===== src/rtl/mitm_send_arbiter_if.sv =====
// Signal bundle for mitm_send_arbiter: forward request, injection queue and bus transmitter.
// master = the arbiter; slave = forwarding path, injector and bus transmitter model.
interface mitm_send_arbiter_if #(
    parameter int NUM_DATA_BITS = 8,
    parameter int FIFO_DEPTH    = 4
);
    localparam int CNT_W = $clog2(FIFO_DEPTH) + 1;

    // Handshakes: fwd_valid holds fwd_data until the cycle fwd_ack=1, when the byte is taken
    // (dropping fwd_valid earlier withdraws it). inj_wr pushes inj_data each cycle it is high.
    // send_ready=1 means the transmitter is idle; it drops to accept a fake_send_start pulse
    // and rises again when the byte is on the wire.
    logic                     fwd_valid;
    logic [NUM_DATA_BITS-1:0] fwd_data;
    logic                     fwd_ack;
    logic                     inj_wr;
    logic [NUM_DATA_BITS-1:0] inj_data;
    logic [CNT_W-1:0]         inj_count;
    logic                     inj_full;
    logic                     inj_overflow;
    logic                     send_ready;
    logic                     fake_send_select;
    logic                     fake_send_start;
    logic [NUM_DATA_BITS-1:0] fake_send_data;
    logic                     send_err;

    modport master (
        input  fwd_valid, fwd_data, inj_wr, inj_data, send_ready,
        output fwd_ack, inj_count, inj_full, inj_overflow,
               fake_send_select, fake_send_start, fake_send_data, send_err
    );

    modport slave (
        output fwd_valid, fwd_data, inj_wr, inj_data, send_ready,
        input  fwd_ack, inj_count, inj_full, inj_overflow,
               fake_send_select, fake_send_start, fake_send_data, send_err
    );
endinterface


===== src/rtl/mitm_send_arbiter.sv =====
// Arbitrates forwarded and injected bytes onto the bus transmitter, one transfer at a time.
// Define ARB_ROUND_ROBIN_EN for alternating grants; otherwise forward has strict priority.
module mitm_send_arbiter #(
    parameter int NUM_DATA_BITS  = 8,
    parameter int FIFO_DEPTH     = 4,
    parameter int ACCEPT_TIMEOUT = 16
) (
    input  logic                 sys_clk,
    input  logic                 rst,
    mitm_send_arbiter_if.master  bus,
    output logic [1:0]           dbg_state
);
    localparam int PTR_W = $clog2(FIFO_DEPTH);
    localparam int CNT_W = PTR_W + 1;
    localparam int TMR_W = $clog2(ACCEPT_TIMEOUT + 1);

    typedef enum logic [1:0] {
        IDLE        = 2'd0,
        LAUNCH      = 2'd1,
        WAIT_ACCEPT = 2'd2,
        WAIT_DONE   = 2'd3
    } state_t;

    state_t                   state_q, state_d;
    logic [NUM_DATA_BITS-1:0] fifo_mem [FIFO_DEPTH];
    logic [PTR_W-1:0]         wr_ptr_q, rd_ptr_q;
    logic [CNT_W-1:0]         count_q;
    logic                     overflow_q;
    logic [NUM_DATA_BITS-1:0] send_data_q;
    logic [TMR_W-1:0]         timer_q;
    logic                     fifo_full, inj_pending;
    logic                     grant_fwd, grant_inj, timeout;
    logic                     push, pop;
`ifdef ARB_ROUND_ROBIN_EN
    logic                     rr_inj_q;
`endif

    assign fifo_full   = (count_q == CNT_W'(FIFO_DEPTH));
    assign inj_pending = (count_q != '0);

    always_comb begin
        state_d   = state_q;
        grant_fwd = 1'b0;
        grant_inj = 1'b0;
        timeout   = 1'b0;
        case (state_q)
            IDLE: begin
                if (!rst && bus.send_ready) begin
`ifdef ARB_ROUND_ROBIN_EN
                    // rr_inj_q only matters when both sides are waiting.
                    if (bus.fwd_valid && !(inj_pending && rr_inj_q)) grant_fwd = 1'b1;
                    else if (inj_pending)                            grant_inj = 1'b1;
`else
                    if (bus.fwd_valid)    grant_fwd = 1'b1;
                    else if (inj_pending) grant_inj = 1'b1;
`endif
                end
                if (grant_fwd || grant_inj) state_d = LAUNCH;
            end
            LAUNCH: state_d = WAIT_ACCEPT;
            WAIT_ACCEPT: begin
                if (!bus.send_ready) begin
                    state_d = WAIT_DONE;
                end else if (!rst && timer_q == TMR_W'(ACCEPT_TIMEOUT - 1)) begin
                    // The byte is dropped, not retried.
                    timeout = 1'b1;
                    state_d = IDLE;
                end
            end
            WAIT_DONE: if (bus.send_ready) state_d = IDLE;
            default:   state_d = IDLE;
        endcase
    end

    assign pop  = grant_inj;
    assign push = bus.inj_wr && (!fifo_full || pop);

    always_ff @(posedge sys_clk) begin
        if (!rst && push) fifo_mem[wr_ptr_q] <= bus.inj_data;
    end

    always_ff @(posedge sys_clk) begin
        if (rst) begin
            state_q     <= IDLE;
            wr_ptr_q    <= '0;
            rd_ptr_q    <= '0;
            count_q     <= '0;
            overflow_q  <= 1'b0;
            send_data_q <= '0;
            timer_q     <= '0;
`ifdef ARB_ROUND_ROBIN_EN
            rr_inj_q    <= 1'b0;
`endif
        end else begin
            state_q <= state_d;
            if (push) wr_ptr_q <= wr_ptr_q + PTR_W'(1);
            if (pop)  rd_ptr_q <= rd_ptr_q + PTR_W'(1);
            if (push && !pop)      count_q <= count_q + CNT_W'(1);
            else if (pop && !push) count_q <= count_q - CNT_W'(1);
            if (bus.inj_wr && fifo_full && !pop) overflow_q <= 1'b1;
            // Head is read before a same-cycle push to a full queue overwrites that slot.
            if (grant_fwd)      send_data_q <= bus.fwd_data;
            else if (grant_inj) send_data_q <= fifo_mem[rd_ptr_q];
            timer_q <= (state_q == WAIT_ACCEPT) ? timer_q + TMR_W'(1) : '0;
`ifdef ARB_ROUND_ROBIN_EN
            if (grant_fwd)      rr_inj_q <= 1'b1;
            else if (grant_inj) rr_inj_q <= 1'b0;
`endif
        end
    end

    assign bus.fwd_ack          = grant_fwd;
    assign bus.inj_count        = count_q;
    assign bus.inj_full         = fifo_full;
    assign bus.inj_overflow     = overflow_q;
    assign bus.fake_send_select = (state_q != IDLE);
    assign bus.fake_send_start  = (state_q == LAUNCH);
    assign bus.fake_send_data   = send_data_q;
    assign bus.send_err         = timeout;
    assign dbg_state            = state_q;
endmodule


===== src/flat_wrapper.sv =====
// flat-port wrapper written by rule: the top's interface ports become plain ports
module mitm_send_arbiter_flat 
#(
    parameter int NUM_DATA_BITS  = 8,
    parameter int FIFO_DEPTH     = 4,
    parameter int ACCEPT_TIMEOUT = 16
)
  (sys_clk, rst, dbg_state, bus_fwd_valid, bus_fwd_data, bus_inj_wr, bus_inj_data, bus_send_ready, bus_fwd_ack, bus_inj_count, bus_inj_full, bus_inj_overflow, bus_fake_send_select, bus_fake_send_start, bus_fake_send_data, bus_send_err);
  mitm_send_arbiter_if #(.NUM_DATA_BITS(NUM_DATA_BITS), .FIFO_DEPTH(FIFO_DEPTH)) bus_i ();
  input  logic sys_clk;
  input  logic rst;
  output logic [1:0] dbg_state;
  input wire logic [$bits(bus_i.fwd_valid)-1:0] bus_fwd_valid;
  input wire logic [$bits(bus_i.fwd_data)-1:0] bus_fwd_data;
  input wire logic [$bits(bus_i.inj_wr)-1:0] bus_inj_wr;
  input wire logic [$bits(bus_i.inj_data)-1:0] bus_inj_data;
  input wire logic [$bits(bus_i.send_ready)-1:0] bus_send_ready;
  output wire logic [$bits(bus_i.fwd_ack)-1:0] bus_fwd_ack;
  output wire logic [$bits(bus_i.inj_count)-1:0] bus_inj_count;
  output wire logic [$bits(bus_i.inj_full)-1:0] bus_inj_full;
  output wire logic [$bits(bus_i.inj_overflow)-1:0] bus_inj_overflow;
  output wire logic [$bits(bus_i.fake_send_select)-1:0] bus_fake_send_select;
  output wire logic [$bits(bus_i.fake_send_start)-1:0] bus_fake_send_start;
  output wire logic [$bits(bus_i.fake_send_data)-1:0] bus_fake_send_data;
  output wire logic [$bits(bus_i.send_err)-1:0] bus_send_err;
  assign bus_i.fwd_valid = bus_fwd_valid;
  assign bus_i.fwd_data = bus_fwd_data;
  assign bus_i.inj_wr = bus_inj_wr;
  assign bus_i.inj_data = bus_inj_data;
  assign bus_i.send_ready = bus_send_ready;
  assign bus_fwd_ack = bus_i.fwd_ack;
  assign bus_inj_count = bus_i.inj_count;
  assign bus_inj_full = bus_i.inj_full;
  assign bus_inj_overflow = bus_i.inj_overflow;
  assign bus_fake_send_select = bus_i.fake_send_select;
  assign bus_fake_send_start = bus_i.fake_send_start;
  assign bus_fake_send_data = bus_i.fake_send_data;
  assign bus_send_err = bus_i.send_err;
  mitm_send_arbiter #(.NUM_DATA_BITS(NUM_DATA_BITS), .FIFO_DEPTH(FIFO_DEPTH), .ACCEPT_TIMEOUT(ACCEPT_TIMEOUT)) u_core (.sys_clk(sys_clk), .rst(rst), .bus(bus_i), .dbg_state(dbg_state));
endmodule

===== config.mk =====
export PLATFORM = sky130hd
export DESIGN_NAME = mitm_send_arbiter_flat
export DESIGN_NICKNAME = d
export VERILOG_FILES = /design/src/rtl/mitm_send_arbiter_if.sv /design/src/rtl/mitm_send_arbiter.sv /design/src/flat_wrapper.sv
export SDC_FILE = /design/constraint.sdc
export NUM_CORES = 1
export LEC_CHECK = 0
export CORE_ASPECT_RATIO = 0.9
export CORE_MARGIN = 1
export CORE_UTILIZATION = 50
export DETAILED_ROUTE_END_ITERATION = 6
export PLACE_DENSITY_LB_ADDON = 0.3
export SYNTH_ARGS = -nofsm -noshare
export SYNTH_HDL_FRONTEND = slang
export SYNTH_SLANG_ARGS = --single-unit

===== constraint.sdc =====
create_clock -name sys_clk -period 6.3 [get_ports sys_clk]
set_input_delay 0.945 -clock sys_clk [delete_from_list [all_inputs] [get_ports sys_clk]]
set_output_delay 0.945 -clock sys_clk [all_outputs]
set_load 0.1 [all_outputs]

==> results_dict.tcl <==
set metrics [dict create \
    status "finished, final reports clean" \
    cp_slowest_cell "clkdlybuf4s50_1" \
    seq_area_frac_synth_pct 60.05 \
    path_cells "clkdlybuf4s50_1 -> buf_4 -> nor4b_4 -> and2_4 -> clkdlybuf4s50_1" \
    final_util_pct 67.10 \
    ys_types 38 \
    synth_nets 199 \
    power_density_nw_per_um2 384.4 \
    p_comb_share_pct 33.9 \
    fin_crit_ns 4.283 \
    relSlewSlack_pct 34.23 \
    setup_viol 0 \
    rsz0062_at_grt "no" \
    syn_inst 170 \
    cts-root-buf "clkbuf_8" \
    cts_tree "yes" \
    power_switching_share_pct 37.69 \
    end_kind "output pin" \
    seqPwrFrac_pct 39.5 \
    dp_cells 269 \
    avgSynthCellArea_um2 14.32 \
    hold_buffers 0 \
    post-cts-setup-buffers 0 \
    drtPass1Iterations 4 \
    worstReg2RegStart "u_core.dbg_state[1]" \
    fin_worst_skew_ns 0.005945 \
    globalplace.congestion 0.7281 \
    synth_compound_area_share_pct 6.530 \
    diodes 0 \
    p_int_mw 0.7354 \
    wl_mm 4.285 \
    dieArea_um2 5151 \
    coreArea_um2 4576 \
    layout.cells.non_filler 285 \
    critPathBufInv 3 \
    critPathKind "input port to output pin" \
    grt_pass1_wl_mm 6.872 \
    antenna_found_initial 0 \
    die_w_um 75.54 \
    overflow 0 \
    cpMostUsedCell "clkdlybuf4s50_1" \
    synth_xor_area_share_pct 1.799 \
    p_switching_mw 0.4448 \
    ant_nets 0 \
    fp-row-count 23 \
    vdd_drop_max_mv 0.2627 \
    grt_max_degree 28 \
    pwr-share-clk_pct 26.6 \
    detail_route.wl_per_cell_um 15.04 \
    min_path_type "flip-flop to flip-flop" \
    fmax_mhz 233.5 \
    fin_crit_sh_pct 67.98 \
    cts_resized 0 \
    ys_ff_latch 57 \
    synth_edf_count 32 \
    synth_fa_ha_area_share_pct 4.422 \
    worstPathArrival_ns 3.34 \
    h-tree-depth 3 \
    portBuffers 39 \
    grt_pass1_vias 1550 \
    hold_start "u_core.timer_q[0]" \
    cp_top_family "buffers and inverters" \
    multi_input_area_um2 869.6 \
    async_flop_share_pct 0 \
    grt_use_total_pct 19.74 \
    die_h_um 68.19 \
    cp_data_required_time_ns 5.35 \
    insertion_delay_ns 0.33 \
    final-seq-area_um2 1461 \
    synth_warnings 0 \
    synthFlopType "edfxtp_1" \
    drive_gt1_share_pct 21.97 \
    fin_setup_tns_ns 0 \
    critPathMaxFanout 27 \
    worst_pin_slew_ns 0.9835 \
    cap_violations 0 \
    whs_ns 0.4499 \
    drt-initial-drc-count 45 \
    area_growth_pct 26.17 \
    fillers 303 \
    synthSimpleGateAreaFrac_pct 10.59 \
    leakage_nw 1.098 \
    path_clk_slew_ns 0.06 \
    synthesis.area_um2 2434 \
    start_util_pct 53.19 \
    synth_top_family_by_area "multiplexers" \
    hold_viol 0 \
    viasPerCell 5.147 \
    cts_made_buffers 9 \
    clock-sinks 57 \
    hpwl_mm 3.059 \
    vias 1467 \
    fin_nets 247 \
    drc 0 \
    io_pins 40 \
    reg2reg_setup_slack_ns 3.84 \
    setup.worst_path.start "rst" \
    finalMaxSlewViolations 0 \
    cpPeakStageDelay_ns 1.16 \
    synthMuxAreaShare_pct 12.39 \
    clk_path_buf_depth 2 \
    cp-start-kind "input port" \
]
[worst reg2reg max path: stages (launching register included)]
cell and delay [ns]:
dfxtp_1 0.41, nor4b_4 0.36, and2_2 0.24, o21ai_4 0.09, inv_2 0.09, ha_1 0.18
inv_1 0.06, fa_1 0.37, xor2_1 0.16, or3_1 0.30, a21oi_1 0.14
[sequential cells by signal (all words and copies together), names as in the netlist, named ones only]
register and cells:
u_core.bus.fake_send_data 8, u_core.bus.inj_count 3, u_core.bus.inj_overflow 1, u_core.dbg_state 2, u_core.fifo_mem 32, u_core.rd_ptr_q 2, u_core.timer_q 5, u_core.wr_ptr_q 2
[layout by cell type, fill, tap and decap left out, types with 2 or more instances in the layout]
master           count
buf_4                6
nor2_2               2
clkinv_2             2
nor3b_1              4
clkbuf_8            13
ha_1                 7
a21oi_1              3
edfxtp_1            32
nor4_1               2
xor2_1               3
nor2_1              22
inv_1                8
mux2i_1             11
mux4_2               8
o21ai_0              2
xnor2_1              2
nand2b_1             3
dfxtp_1             25
nand2_1              4
clkdlybuf4s50_1     39
a211oi_2             8
[power by group through the flow]
stage               clock, mW  combinational, mW  sequential, mW
global route            0.340              0.422           0.471
CTS                     0.321              0.402           0.467
detailed placement          0              0.400           0.475
floorplan                   0              0.174           0.607
finish                  0.314              0.400           0.466
global placement            0              0.390           0.471
[synthesized netlist by cell type, drive strengths merged, types with 2 or more instances]
cell type / number / area share [%]
nor3b: 4 / 1.2
a211oi: 8 / 4.1
mux4: 8 / 7.4
buf: 7 / 2.7
nor2: 24 / 3.9
dfxtp: 25 / 21
nor4: 2 / 0.51
o21ai: 3 / 1.1
nand2b: 3 / 0.77
mux2i: 11 / 4.5
xnor2: 2 / 0.72
inv: 9 / 1.4
nand2: 4 / 0.62
and2: 2 / 0.67
a21oi: 3 / 0.62
xor2: 3 / 1.1
ha: 7 / 3.6
edfxtp: 32 / 39
and3: 2 / 0.57
[cell type report]
| class | count | share of cell area, % |
|---|---|---|
| Sequential cell | 57 | 47.60 |
| Multi-Input combinational cell | 96 | 28.32 |
| Timing Repair Buffer | 45 | 14.18 |
| Clock buffer | 14 | 5.949 |
| Tap cell | 62 | 2.526 |
| Inverter | 9 | 1.100 |
| Clock inverter | 2 | 0.3260 |
[layer usage]
metal,vias up,GRT usage (%),routed length (um)
li1,709,-,-
met1,701,20.82,1722
met2,49,33.82,2220
met3,8,8.395,262
met4,0,9.954,80
met5,-,0,0
[final timing paths]
| check | end | cells after the start |
|---|---|---|
| worst max-delay path | bus_fwd_ack | 5 |
| worst min-delay path | u_core.timer_q[0] | 1 |
| worst max register to register | u_core.bus.inj_count[2] | 10 |
| worst min register to register | u_core.timer_q[0] | 1 |
[stage by stage]
step	cell area [um2]	power [mW]	setup slack [ns]
finish	3070	1.180	2.017
global route	3070	1.232	1.904
CTS	3070	1.190	2.005
detailed placement	2878	0.8746	2.006
global placement	2878	0.8602	2.051
floorplan	2434	0.7813	2.687
[cells by family after synthesis]
logic type                 after synthesis
adders and majority gates                8
muxes                                   20
xor gates and xnor gates                 5
and+or+nand+nor                         47
buffers and inverters                   17
AOI/OAI and AO/OA                       16
DFF                                     57
(Power assumes the default switching activity.)
